--- src/rtl/serial_subtractor.sv ---
// serial_subtractor: bit-serial a - b - bin, LSB first, one bit per clock.
// Define SERIAL_SUB_OVF_EN to add the registered signed-overflow output ovf.
module serial_subtractor #(
   parameter int WIDTH = 4
) (
   input  logic             clk,
   input  logic             rst,
   input  logic             start,
   input  logic [WIDTH-1:0] a,
   input  logic [WIDTH-1:0] b,
   input  logic             bin,
   output logic             busy,
   output logic             done,
   output logic [WIDTH-1:0] diff,
   output logic             bout
`ifdef SERIAL_SUB_OVF_EN
   ,
   output logic             ovf
`endif
);
   localparam int CW = $clog2(WIDTH + 1);
   localparam logic [CW-1:0] LAST = CW'(WIDTH - 1);

   typedef enum logic [1:0] {IDLE, SHIFT, DONE} state_t;

   state_t           state_q, state_d;
   logic [WIDTH-1:0] a_q, a_d, b_q, b_d, r_q, r_d, diff_q, diff_d;
   logic [CW-1:0]    cnt_q, cnt_d;
   logic             br_q, br_d, bout_q, bout_d;
   logic             bit_d, br_n, accept, last;
`ifdef SERIAL_SUB_OVF_EN
   logic             am_q, am_d, bm_q, bm_d, ovf_q, ovf_d;
`endif

   assign bit_d  = a_q[0] ^ b_q[0] ^ br_q;
   assign br_n   = (~a_q[0] & b_q[0]) | (~(a_q[0] ^ b_q[0]) & br_q);
   assign accept = start && (state_q == IDLE || state_q == DONE);
   assign last   = cnt_q == LAST;

   always_comb begin
      state_d = state_q;
      a_d     = a_q;
      b_d     = b_q;
      r_d     = r_q;
      br_d    = br_q;
      cnt_d   = cnt_q;
      diff_d  = diff_q;
      bout_d  = bout_q;
`ifdef SERIAL_SUB_OVF_EN
      am_d    = am_q;
      bm_d    = bm_q;
      ovf_d   = ovf_q;
`endif
      if (state_q == SHIFT) begin
         a_d     = a_q >> 1;
         b_d     = b_q >> 1;
         r_d     = {bit_d, r_q[WIDTH-1:1]};
         br_d    = br_n;
         cnt_d   = cnt_q + 1'b1;
         state_d = last ? DONE : SHIFT;
         if (last) begin
            diff_d = {bit_d, r_q[WIDTH-1:1]};
            bout_d = br_n;
`ifdef SERIAL_SUB_OVF_EN
            ovf_d  = (am_q != bm_q) && (bit_d != am_q);
`endif
         end
      end else begin
         state_d = accept ? SHIFT : IDLE;
         if (accept) begin
            a_d   = a;
            b_d   = b;
            r_d   = '0;
            br_d  = bin;
            cnt_d = '0;
`ifdef SERIAL_SUB_OVF_EN
            am_d  = a[WIDTH-1];
            bm_d  = b[WIDTH-1];
`endif
         end
      end
   end

   always_ff @(posedge clk) begin
      if (rst) begin
         state_q <= IDLE;
         a_q     <= '0;
         b_q     <= '0;
         r_q     <= '0;
         br_q    <= 1'b0;
         cnt_q   <= '0;
         diff_q  <= '0;
         bout_q  <= 1'b0;
`ifdef SERIAL_SUB_OVF_EN
         am_q    <= 1'b0;
         bm_q    <= 1'b0;
         ovf_q   <= 1'b0;
`endif
      end else begin
         state_q <= state_d;
         a_q     <= a_d;
         b_q     <= b_d;
         r_q     <= r_d;
         br_q    <= br_d;
         cnt_q   <= cnt_d;
         diff_q  <= diff_d;
         bout_q  <= bout_d;
`ifdef SERIAL_SUB_OVF_EN
         am_q    <= am_d;
         bm_q    <= bm_d;
         ovf_q   <= ovf_d;
`endif
      end
   end

   assign busy = state_q == SHIFT;
   assign done = state_q == DONE;
   assign diff = diff_q;
   assign bout = bout_q;
`ifdef SERIAL_SUB_OVF_EN
   assign ovf  = ovf_q;
`endif
endmodule

--- config.mk ---
export PLATFORM = sky130hd
export DESIGN_NAME = serial_subtractor
export DESIGN_NICKNAME = d
export VERILOG_FILES = /design/src/rtl/serial_subtractor.sv
export SDC_FILE = /design/constraint.sdc
export NUM_CORES = 1
export LEC_CHECK = 0
export ABC_AREA = 0
export BUFFER_PORTS_ARGS = -buffer_cell sky130_fd_sc_hd__buf_2
export CORE_ASPECT_RATIO = 1.2
export CORE_MARGIN = 5
export CORE_UTILIZATION = 47
export DETAILED_ROUTE_END_ITERATION = 8
export GPL_TIMING_DRIVEN = 0
export PLACE_DENSITY = 0.73
export SYNTH_ARGS = -nofsm -noshare
export SYNTH_HDL_FRONTEND = slang
export SYNTH_SLANG_ARGS = --single-unit
export TNS_END_PERCENT = 5
--- constraint.sdc ---
create_clock -name clk -period 1.45 [get_ports clk]
set_clock_uncertainty 0.2 [all_clocks]
set_input_delay 0.29 -clock clk [delete_from_list [all_inputs] [get_ports clk]]
set_output_delay 0.29 -clock clk [all_outputs]
set_load 0.01 [all_outputs]
# Yosys cells after proc, flatten, opt, wreduce, memory -nomap -nowiden
# Cells that the tools add are included.
# word_totals
ff_bits	23
in_bits	12
output_inout_bits	7
# op_classes
addsub	1
eq_ne	3
muxes	13
bitwise	7
n_reduce_logical	6
# op_table
op	n
3-bit 2-to-1 mux	6
4-bit 2-to-1 mux	2
2-bit 2-to-1 mux	2
3-bit by 1-bit adder with 3-bit output, second input constant	1
3-bit by 2-bit equality test with 1-bit output, second input constant	1
1-bit 2-to-1 mux	3
1-bit AND	2
2-bit by 1-bit equality test with 1-bit output, second input constant	1
2-bit equality test, second input constant	1
2-bit logical NOT	1
1-bit inverter	2
2-bit AND reduction	1
2-bit nonzero test	1
2-bit OR reduction	1
1-bit XOR	2
1-bit logical AND	1
1-bit logical OR	1
1-bit OR	1

# Longest topological paths before layout
# Gate-level depths: netlist of the first run.
# logic_depth
word_depth	5
depth_mapped	6

# Worst setup path before layout of the first run
# No wires, ideal clock.
# synth_path
path_type	reg2reg
start	register cnt_q[0]
end	register cnt_q[2]
setup_time_ns	0.096
arrival_time_ns	1.134
path_slack_ns	0.020
stages_incl_launch_ff	5
cell_sequence	dfxtp_1 -> ha_1 -> ha_1 -> or3_1 -> o41ai_2
# synth_via
elab_chain_cells	2
# synth_lines
element	line_no	rtl
start: declaration	28	logic [CW-1:0] cnt_q, cnt_d;
start signal: assignment	105	cnt_q <= cnt_d;
3-bit by 1-bit adder with 3-bit output	59	cnt_d = cnt_q + 1'b1;
3-bit 2-to-1 mux	54	if (state_q == SHIFT) begin
# No other way between the ends.
# A chain may end at the register's enable or synchronous reset.

# Worst setup path after layout of the first run
# layout_path
start	register state_q[1]
end	output port busy
# layout_via
elab_chain_cells	1
# layout_lines
element	line_no	rtl
start: declaration	26	state_t state_q, state_d;
start signal: assignment	100	state_q <= state_d;
2-bit by 1-bit equality test with 1-bit output	116	assign busy = state_q == SHIFT;
end: declaration	12	output logic busy,
# No other way between the ends.

==> impl_metrics.tcl, run 1 <==
set metrics [dict create \
    status "finished with violations" \
    violations "setup timing" \
    io_pins 19 \
    ys.flop_type "dfxtp_1" \
    syn_avg_cell_area_um2 9.323 \
    place_inst 139 \
    root_buffer "clkbuf_4" \
    power_uw 1186 \
    finalHoldViolations 0 \
    fin_hold_ws_ns 0.02816 \
    grt_overflow 0 \
    drive_gt1_share_pct 43.75 \
    drt-initial-drc-count 4 \
    rsz0062_at_grt "yes" \
    setup_slack_ns -0.09315 \
    antenna_cells 0 \
    detail_route.drc_violations 0 \
    first_pass_iters 4 \
    fmax_ghz 0.6480 \
    ant_nets 0 \
    worstSetupEndpointType "output pin" \
    stdcell_count 147 \
    hpwl_um 1415 \
    fin_crit_sh_pct 106.4 \
    min_period_ns 1.543 \
    setup_violations 2 \
    async_flop_share_pct 0 \
    htreeDepth 1 \
    area_growth_pct 30.66 \
    synth_compound_area_share_pct 19.08 \
    syn_inst 102 \
    avgRoutedWirePerCell_um 14.56 \
    synth-edff-count 0 \
    hold_path_class "input port to register" \
    drt-total-wl_um 2140 \
    antenna_found_initial 0 \
    rows 17 \
    final_common_cell "buf_2" \
    grt_pass1_vias 832 \
    clk-insertion-delay-late_ns 0.30 \
    core_mm2 0.001893 \
    cap_violations 0 \
    gp_congestion 0.7176 \
    crit_required_ns 0.96 \
    synth_top_family_by_area "compound AO/OA/AOI/OAI gates" \
    layout_common_cells "buf_2 (17), nand3_1 (16), dfxtp_1 (16)" \
    synth_xor_area_share_pct 0 \
    drv_slew 0 \
    clockBufferDepth 2 \
    ir_drop_uv 763.1 \
    portBuffers 18 \
    final_core_util_pct 65.63 \
    yosysTopAreaCell "dfxtp_1" \
    relSlewSlack_pct 62.21 \
    grt_util_all_layers_pct 15.91 \
    die_area_mm2 0.003027 \
    vias_per_cell 5.585 \
    synth-simple-area-share_pct 18.42 \
    cp-start-kind "register" \
    synthMuxAreaShare_pct 2.105 \
    ys_types 26 \
    die-width_um 51.06 \
    p_per_area_mw_per_mm2 954.7 \
    worst_pin_slew_ns 0.5669 \
    cts_sinks 22 \
    syn-num-nets 117 \
    finalNetCount 144 \
    place_ws_ns -0.1109 \
    yosys_warnings 0 \
    yosysTopAreaCellShare_pct 46.32 \
    worstPathArrival_ns 1.05 \
    synth-seq-cells 22 \
    crit_type "register to output pin" \
    syn_area_um2 950.9 \
    tritoncts "done" \
    initial_utilization_pct 50.23 \
    synth_fa_ha_area_share_pct 4.737 \
    worst-path-max-fanout 2 \
    grt_pass1_wl_um 3663 \
    cts_inserted_buffers 3 \
    clkTransAtPathRegs_ns 0.12 \
    die_h_um 59.28 \
    grt_start_max_net_pins 13 \
    yosysSeqAreaShare_pct 46.32 \
    vias 821 \
    cellLeakagePower_uw 0.0004772 \
    synth_area_leaders "dfxtp_1 (46%), a21oi_1 (8.4%), nand3_1 (8.4%), a22oi_1 (4.7%), nand2_1 (3.2%)" \
]
-- worst max-delay path, stage by stage, from the launching register on --
cell and delay (ns):
dfxtp_2 0.35, nand2b_4 0.15, inv_6 0.04, buf_8 0.11, buf_6 0.11
-- report_power, final --
part / internal (uW) / switching, uW
clock: 153 / 180
sequential: 631 / 19.2
combinational: 97.1 / 106
total: 881 / 305
-- stage by stage --
stage,setup TNS [ns],instance area (um^2)
6_report,-0.1647,1242
5_1_grt,-0.4763,1242
4_1_cts,-0.2572,1209
3_5_place_dp,-0.4183,1065
3_3_place_gp,-0.1879,1065
2_1_floorplan,0,950.9
-- final cells by class --
type                    count  area, um^2
repair buffers             23       136.4
fillers                   161       650.6
clock buffers               4       36.28
flip-flops and latches     22       450.4
multi-input cells          67       499.2
well taps                  19       23.77
plain buffers               8       76.32
inverters                   4       20.02
-- metal layers --
layer,vias to the layer above,GRT usage [%],share of wire [%]
met2,21,28.18,51
met1,388,18.77,42
met3,2,2.771,6.6
li1,410,-,-
met4,0,6.538,0.47
met5,-,0,0
-- sequential cells by signal, summed over array words and instances, names as in the netlist --
signal / count
a_q: 4
b_q: 4
bout: 1
br_q: 1
cnt_q: 3
diff: 4
r_q: 3
state_q: 2
-- worst paths after layout --
| kind | from | to | slack, ns | cells past startpoint |
|---|---|---|---|---|
| setup / recovery | state_q[1] | busy | -0.09 | 4 |
| setup reg to reg | cnt_q[0] | diff[2] | 0 | 6 |
| hold / removal | rst | cnt_q[2] | 0.03 | 2 |
| hold reg to reg | diff[1] | diff[1] | 0.26 | 2 |
-- cell usage after synthesis, drive strengths merged, types with 2 or more instances --
cell type / number
a21oi: 17
a22oi: 6
and2b: 2
buf: 7
clkbuf: 2
dfxtp: 22
ha: 2
inv: 4
mux2i: 2
nand2: 8
nand2b: 3
nand3: 16
nor2: 2
nor3: 2
-- kinds of logic (layout without fill, tap and decap cells) --
kind of cell / after synthesis / after routing
compound gates: 27 / 27
fa+ha+maj: 3 / 3
buf+inv: 13 / 39
flops: 22 / 22
mux: 2 / 2
simple gates: 35 / 35
-- timing repair --
item / in CTS / in global routing
buffers inserted: 4 / 0
endpoints found under the hold margin: 1 / 0
resized for setup: 17 / 13
hold buffers: 1 / 0
endpoints found under the setup margin: 9 / 21
pin swaps: 6 / 7
(Power assumes the default switching activity.)
==> run 2: changes to the inputs <==
--- a/constraint.sdc
+++ b/constraint.sdc
@@ -4,2 +4,2 @@
 set_output_delay 0.29 -clock clk [all_outputs]
-set_load 0.01 [all_outputs]
+set_load 0.005 [all_outputs]
==> impl_metrics.tcl, run 2 (synthesis results as in run 1) <==
set metrics [dict create \
    cts_sinks 22 \
    final_common_cell "buf_2" \
    cts_inserted_buffers 3 \
    drv_slew 0 \
    r2r_slack_ns -0.01 \
    antenna_cells 0 \
    grt_util_all_layers_pct 15.97 \
    portBuffers 18 \
    vias_per_cell 5.601 \
    die-width_um 51.06 \
    finalHoldViolations 0 \
    grt_pass1_vias 836 \
    relSlewSlack_pct 63.52 \
    ant_nets 0 \
    violations "setup timing" \
    hpwl_um 1415 \
    io_pins 19 \
    use_met1_pct 18.77 \
    drt-initial-drc-count 5 \
    rr_endpoint "state_q[1]" \
    startpoint "state_q[1]" \
    root_buffer "clkbuf_4" \
    setup_violations 3 \
    grtUsageMet3_pct 2.771 \
    clockBufferDepth 2 \
    critPathMaxStageDelay_ns 0.35 \
    setup_slack_ns -0.08489 \
    cp_cell_sequence "nand2b_4, inv_6, buf_8, buf_6" \
    worstPathArrival_ns 1.04 \
    finalNetCount 145 \
    crit_required_ns 0.96 \
    gp_congestion 0.7176 \
    cpMaxStageDelayCell "dfxtp_2" \
    n_fill_cell 160 \
    ir_drop_uv 756.7 \
    met2_usage_pct 28.36 \
    worst-path-max-fanout 2 \
    worst-path-buf-inv 3 \
    final_core_util_pct 66.03 \
    antenna_found_initial 0 \
    rr_startpoint "cnt_q[0]" \
    vias 829 \
    cap_violations 0 \
    worstSetupEndpointType "output pin" \
    min-delay-start "rst" \
    crit_type "register to output pin" \
    power_uw 1182 \
    core_mm2 0.001893 \
    status "finished with violations" \
    layout_common_cells "buf_2 (17), nand3_1 (16), dfxtp_1 (16)" \
    clk-insertion-delay-late_ns 0.30 \
    initial_utilization_pct 50.23 \
    first_pass_iters 4 \
    cp_top_family "flip-flops" \
    area_growth_pct 31.45 \
    min_period_ns 1.535 \
    htreeDepth 1 \
    die_area_mm2 0.003027 \
    drive_gt1_share_pct 44.19 \
    rows 17 \
    drt-total-wl_um 2138 \
    rr_worst_depth 6 \
    die_h_um 59.28 \
    grt_start_max_net_pins 13 \
    cellLeakagePower_uw 0.0004813 \
    fin_crit_sh_pct 105.9 \
    rsz0062_at_grt "yes" \
    endpoint "busy" \
    hold_path_class "input port to register" \
    gr-max-usage-layer "met2" \
    path_depth 4 \
    avgRoutedWirePerCell_um 14.45 \
    p_per_area_mw_per_mm2 945.9 \
    clkTransAtPathRegs_ns 0.12 \
    fmax_ghz 0.6515 \
    worst_pin_slew_ns 0.5471 \
    grt_pass1_wl_um 3677 \
    tritoncts "done" \
    detail_route.drc_violations 0 \
    cp-start-kind "register" \
    grt_overflow 0 \
]
-- run 2: how the worst min path moves through the flow --
stage | depth (start not counted) | end
final | 2 | cnt_q[2]
after global routing | 2 | cnt_q[2]
after CTS | 2 | cnt_q[2]
after detailed placement | 2 | diff[1]
after global placement | 2 | diff[2]
after floorplan | 1 | bout
-- run 2: worst register-to-register path: stages (launching register included) --
cell and delay, ns:
dfxtp_4 0.38, ha_4 0.16, ha_4 0.15, buf_6 0.13, nand3b_1 0.16, buf_4 0.14, nor2_1 0.03
-- run 2: what timing repair did --
item | 4_1_cts | 5_1_grt
hold endpoints to repair | 1 | 0
pin swaps | 4 | 3
setup endpoints to repair | 9 | 22
setup buffers | 5 | 0
gates resized for setup | 17 | 13
hold buffers | 1 | 0
-- run 2: where the power goes --
| part | internal (uW) | switching [uW] |
|---|---|---|
| clock network | 153 | 177 |
| logic | 97.1 | 105 |
| registers | 631 | 19.2 |
-- run 2: area by class of cell --
class	instances	area [um^2]	area share (%)
buffer	8	76.32	6.106
clock buffer	4	36.28	2.903
inverter	4	20.02	1.602
multi-input combinational	67	499.2	39.94
sequential	22	450.4	36.04
tap	19	23.77	1.902
timing repair buffer	24	143.9	11.51
-- run 2: through the flow --
| stage | cell area, um^2 | instances | setup TNS (ns) | hold slack [ns] | setup slack [ns] |
|---|---|---|---|---|---|
| 3_3_place_gp | 1065 | 139 | -0.1879 | 0.2402 | -0.04826 |
| 4_1_cts | 1216 | 149 | -0.2360 | 0.009520 | -0.1524 |
| 2_1_floorplan | 950.9 | 102 | 0 | 0.1579 | 0.02010 |
| 3_5_place_dp | 1065 | 139 | -0.4183 | 0.2451 | -0.1109 |
| 6_report | 1250 | 148 | -0.1472 | 0.03083 | -0.08489 |
| 5_1_grt | 1250 | 148 | -0.5469 | 0.03180 | -0.1404 |
-- run 2: metal layers --
metal | up-vias | share of wire [%]
li1 | 413 | -
met1 | 393 | 44
met2 | 21 | 51
met3 | 2 | 4.4
met4 | 0 | 0.47
met5 | - | 0
